===== src/rtl/conv2d_stream.sv =====
// ---------------------------------------------------------------------------
// conv2d_stream
//
// Streaming 3x3 "valid"-padding correlation over a raster-scan pixel stream.
// Two IMG_W-deep line buffers supply the two previous rows. A 3x3 window
// register is shifted one column per accepted pixel. A host-writable signed
// 3x3 kernel is applied one clock after the window fills, which gives two
// pipeline stages.
//
// Ports
//   clk          clock, all state on the rising edge
//   rst          synchronous, active-high reset
//   pixel_in     8-bit unsigned pixel, raster order
//   pixel_valid  pixel_in is accepted on this edge when high
//   coef_we      kernel coefficient write strobe
//   coef_addr    coefficient index k = 3*r + c (values 9..15 are ignored)
//   coef_data    8-bit signed coefficient
//   conv_out     32-bit signed result; holds its value between strobes
//   valid        one-cycle strobe marking a new conv_out
//   frame_done   pulses together with the valid for the last window of a frame
// ---------------------------------------------------------------------------
module conv2d_stream #(
    parameter int IMG_W = 5,
    parameter int IMG_H = 5
) (
    input  logic        clk,
    input  logic        rst,
    input  logic [7:0]  pixel_in,
    input  logic        pixel_valid,
    input  logic        coef_we,
    input  logic [3:0]  coef_addr,
    input  logic [7:0]  coef_data,
    output logic [31:0] conv_out,
    output logic        valid,
    output logic        frame_done
);

    localparam int CW = $clog2(IMG_W);
    localparam int RW = $clog2(IMG_H);

    // Raster position of the next pixel to be accepted.
    logic [CW-1:0] col_q, col_d;
    logic [RW-1:0] row_q, row_d;

    // Line buffers. Element IMG_W-1 is the pixel directly above the incoming
    // one (lb1) and the pixel two rows above it (lb2).
    logic [7:0] lb1_q [IMG_W];
    logic [7:0] lb1_d [IMG_W];
    logic [7:0] lb2_q [IMG_W];
    logic [7:0] lb2_d [IMG_W];

    // Window, flattened as k = 3*r + c. r=0 is the oldest row and c=0 is the
    // oldest column, so it lines up directly with coefficient index k.
    logic [7:0] win_q [9];
    logic [7:0] win_d [9];

    // Stage-1 flags: the window register now holds a complete window.
    logic win_ok_q, win_ok_d;
    logic win_last_q, win_last_d;

    // Kernel store.
    logic signed [7:0] coef_q [9];
    logic signed [7:0] coef_d [9];

    // Stage-2 outputs.
    logic [31:0] conv_out_q, conv_out_d;
    logic        valid_q, valid_d;
    logic        frame_done_q, frame_done_d;

    logic accept;

    // Datapath products and their sum.
    logic signed [16:0] prod [9];
    logic signed [20:0] sum;

    // rst masks pixel_valid. Without this mask, the un-reset line buffers and
    // window would still shift on a reset edge.
    assign accept = pixel_valid && !rst;

    // -----------------------------------------------------------------------
    // Stage 1: counters, line buffers, window, completion flags
    // -----------------------------------------------------------------------
    always_comb begin
        col_d      = col_q;
        row_d      = row_q;
        lb1_d      = lb1_q;
        lb2_d      = lb2_q;
        win_d      = win_q;
        win_ok_d   = 1'b0;
        win_last_d = 1'b0;

        if (accept) begin
            win_ok_d   = (row_q >= RW'(2)) && (col_q >= CW'(2));
            win_last_d = (row_q == RW'(IMG_H - 1)) && (col_q == CW'(IMG_W - 1));

            if (col_q == CW'(IMG_W - 1)) begin
                col_d = '0;
                row_d = (row_q == RW'(IMG_H - 1)) ? '0 : row_q + RW'(1);
            end else begin
                col_d = col_q + CW'(1);
            end

            lb1_d[0] = pixel_in;
            lb2_d[0] = lb1_q[IMG_W-1];
            for (int i = 1; i < IMG_W; i++) begin
                lb1_d[i] = lb1_q[i-1];
                lb2_d[i] = lb2_q[i-1];
            end

            for (int r = 0; r < 3; r++) begin
                win_d[3*r]     = win_q[3*r + 1];
                win_d[3*r + 1] = win_q[3*r + 2];
            end
            win_d[2] = lb2_q[IMG_W-1];
            win_d[5] = lb1_q[IMG_W-1];
            win_d[8] = pixel_in;
        end
    end

    // -----------------------------------------------------------------------
    // Kernel store. A write on the same edge that completes a window is still
    // seen by that window, because the sum is formed one edge later.
    // -----------------------------------------------------------------------
    always_comb begin
        coef_d = coef_q;
        if (coef_we && !rst) begin
            for (int k = 0; k < 9; k++) begin
                if (coef_addr == 4'(k)) begin
                    coef_d[k] = coef_data;
                end
            end
        end
    end

    // -----------------------------------------------------------------------
    // Stage 2: multiply-accumulate
    // -----------------------------------------------------------------------
    genvar gi;
    generate
        for (gi = 0; gi < 9; gi++) begin : g_mul
            // Zero-extend the pixel so that 255 stays positive.
            assign prod[gi] = $signed({1'b0, win_q[gi]}) * coef_q[gi];
        end
    endgenerate

    always_comb begin
        sum = '0;
        for (int k = 0; k < 9; k++) begin
            sum = sum + {{4{prod[k][16]}}, prod[k]};
        end
    end

    always_comb begin
        valid_d      = win_ok_q;
        frame_done_d = win_ok_q && win_last_q;
        conv_out_d   = win_ok_q ? {{11{sum[20]}}, sum} : conv_out_q;
    end

    // -----------------------------------------------------------------------
    // Registers
    // -----------------------------------------------------------------------
    always_ff @(posedge clk) begin
        if (rst) begin
            col_q        <= '0;
            row_q        <= '0;
            win_ok_q     <= 1'b0;
            win_last_q   <= 1'b0;
            conv_out_q   <= '0;
            valid_q      <= 1'b0;
            frame_done_q <= 1'b0;
            for (int k = 0; k < 9; k++) begin
                coef_q[k] <= 8'sd1;
            end
        end else begin
            col_q        <= col_d;
            row_q        <= row_d;
            win_ok_q     <= win_ok_d;
            win_last_q   <= win_last_d;
            conv_out_q   <= conv_out_d;
            valid_q      <= valid_d;
            frame_done_q <= frame_done_d;
            coef_q       <= coef_d;
        end
    end

    // Pixel storage is not reset. The row/col gating keeps stale contents
    // from ever reaching an output.
    always_ff @(posedge clk) begin
        lb1_q <= lb1_d;
        lb2_q <= lb2_d;
        win_q <= win_d;
    end

    assign conv_out   = conv_out_q;
    assign valid      = valid_q;
    assign frame_done = frame_done_q;

endmodule


===== config.mk =====
export PLATFORM = sky130hd
export DESIGN_NAME = conv2d_stream
export DESIGN_NICKNAME = d
export VERILOG_FILES = /design/src/rtl/conv2d_stream.sv
export SDC_FILE = /design/constraint.sdc
export NUM_CORES = 2
export LEC_CHECK = 0
export CAP_MARGIN = 20
export CORE_ASPECT_RATIO = 1.4
export CORE_MARGIN = 2
export CORE_UTILIZATION = 65
export DETAILED_ROUTE_END_ITERATION = 7
export GPL_TIMING_DRIVEN = 0
export PLACE_DENSITY = 0.91
export SETUP_SLACK_MARGIN = 0.5
export SKIP_LAST_GASP = 1
export SYNTH_ARGS = -nofsm -noshare
export SYNTH_HDL_FRONTEND = slang
export SYNTH_SLANG_ARGS = --single-unit

===== constraint.sdc =====
create_clock -name clk -period 12.25 [get_ports clk]
set_input_delay 3.0625 -clock clk [delete_from_list [all_inputs] [get_ports clk]]
set_output_delay 3.0625 -clock clk [all_outputs]
set_load 0.1 [all_outputs]

==> metrics <==
outcome completed; Max-Cap Viols 0; WL final about 78000 um; #FFs+latches synth around 210; CP Capture Type flop; Top FF cell, synth edfxtp_1; reg2reg start win_q[27]; Mapped Cells slightly below 3000; clock slew at reported path FFs roughly 70 ps; total track usage 0.343; Synth Area per Inst 10.1 um2; most frequent CP cell fa_1; CTS tree yes; Final Skew ~31 ps; Final Worst Setup Slack ~1600 ps; Slew headroom 0.216; Die ar. 0.0477 mm2; Worst R2R End conv_out[18]; final instance area 0.0320 mm2; clk_lat worst skew ~570 ps; synthesis-to-finish area growth 7.09%; Clock Sink Count 207; CP Launch Type flop; final core utilization 0.700; largest net degree at the start of global routing 57; depth of the CTS H-tree 1; syn nets 3913; initial antenna violation count 1; port bufs 48; R2R depth 38; DP Area ~0.031 mm2; First-pass DRT Iterations 5; critical path class reg -> reg; post-CTS setup buffer count 0; post-route ant nets 0; Crit Path Max Fanout 9; Final nets 3994; Tot Pwr 3.38 mW; Inserted Clock Buffers 24; Final period util 0.868; Synth warnings 0; WHS 416 ps; initial core utilization 0.654; Placed Cells 3642; Worst-Margin Slew ~1200 ps; Hold Crit Depth 0; Slowest-stage cell, CP xnor2_1; Cell variety after synth 60; hold path endpoint win_q[29]; vias in the first global route around 23000; first-pass GRT wire length around 120000 um; Hold Startpoint lb1_q[5]; peak supply drop approximately 0.23 mV; Root Buffer clkbuf_16; Post-Route Setup TNS 0 ps; f_max 94.1 MHz; fraction of registers with async set/reset 0; Overflow after GRT 0; layout cells sized above 1 0.0267; CORE AREA between 0.04 and 0.05 mm2; RD Place Congestion a little over 1; Cell Rows 93; Hold Path Class reg -> reg; number of setup violations in the final report 0; Resize count post-CTS 0; Initial DRC Count roughly 1300; I/O Pins a little under 60; PwrDens 106 mW/mm2; WL/cell 21.1 um; clock buffer depth 3; Remaining DRCs 0; die height approximately 260 um; Hold Vio Cnt, Final 0; number of synthesized flops with an enable pin approximately 100; mapped cell area about 0.030 mm2; Leakage ~16 nW; routed via count 20900; min Tclk post-route roughly 11000 ps; Vias per Instance 5.66; commonest non-fill, non-tap cell in the layout inv_1; most frequent cells in the layout inv_1, fa_1, ha_1; peak per-stage delay on the critical path 650 ps; part of the Yosys area used for sequential elements 0.173; DP Worst Slack between 1500 and 2000 ps; CP arrival 11080 ps; Final Slew Violations 0; RSZ-0062 raised after global routing false; Detailed Place HPWL around 65000 um; die extent in x roughly 190 um; r2r setup slk 1620 ps; Data required, critical path between 10000 and 15000 ps; cts hold-fix bufs 0; final cell count without fillers about 3700
area by class of cell:
cell class	instances	area (um2)
Fill cell	3255	13700
Clock inverter	16	133
Multi-Input combinational cell	2020	21800
Buffer	53	262
Tap cell	617	772
Inverter	693	2600
Antenna cell	1	2.50
Sequential cell	207	5180
Timing Repair Buffer	55	594
Clock buffer	28	616
flip-flops by register name, summed over array words and instances, names as in the netlist:
name        flops
lb1_q          16
lb2_q          16
coef_q         72
valid_d         1
conv_out       21
col_q           3
win_last_q      1
valid           1
win_q          72
frame_done      1
row_q           3
where the power goes:
group	total (mW)	internal [mW]	switching, mW
logic	1.90	0.787	1.11
registers	0.778	0.745	0.0333
clock network	0.707	0.385	0.322
critical path: cells and delay by family, from the launching register on:
kind,cells,cell delay (ps)
adder cells (fa/ha/maj),16,6480
AO/OA/AOI/OAI,11,2050
XOR/XNOR,2,750
flip-flops,1,570
buffers and inverters,8,420
AND/OR/NAND/NOR,1,250
worst max-delay path by stage:
stage                   start            to  cells after the start
floorplan           win_q[15]  conv_out[20]                     36
global placement    coef_q[7]  conv_out[20]                     36
detailed placement  win_q[27]  conv_out[18]                     38
CTS                 win_q[27]  conv_out[18]                     38
global route        win_q[27]  conv_out[18]                     38
finish              win_q[27]  conv_out[18]                     38
cell families (layout without fill, tap and decap cells):
family | count (synthesis) | after routing | share of synthesized area
mux | 78 | 78 | 0.0261
xor+xnor | 66 | 66 | 0.0193
fa+ha+maj | 916 | 916 | 0.514
buf+inv | 746 | 845 | 0.0958
compound gates | 136 | 136 | 0.0325
other cells | 0 | 1 | 0
simple gates | 824 | 824 | 0.139
flops | 207 | 207 | 0.173
routing by layer:
layer,global-route usage,vias to the layer above,wire [um]
met5,0,-,0
met4,0.315,0,9070
met3,0.0467,409,4560
met2,0.595,920,39400
met1,0.356,10300,25000
li1,-,9211,-
Yosys cell counts (6+ instances only):
cell      instances  area [um2]
edfxtp_1        104        3120
mux2i_1          78         781
o21a_1           12        90.1
a21o_1            7        52.6
xor2_1           15         131
a211oi_1          7        52.6
ha_1            397        4970
inv_1           692        2600
nand3_1          20         100
nor3_1           20         100
o21ai_0          17        85.1
o21ai_1           6        30.0
nand2b_1         35         219
and3_1            8        50.1
dfxtp_1         103        2060
nand2_1         238         893
nor2b_1          19         119
nor2_1          149         559
buf_4            12        90.1
clkbuf_1         35         131
and2_1          321        2010
fa_1            519       10400
xnor2_1          51         447
a21oi_1          48         240
Note: power is estimated with default switching activity, not from simulation.
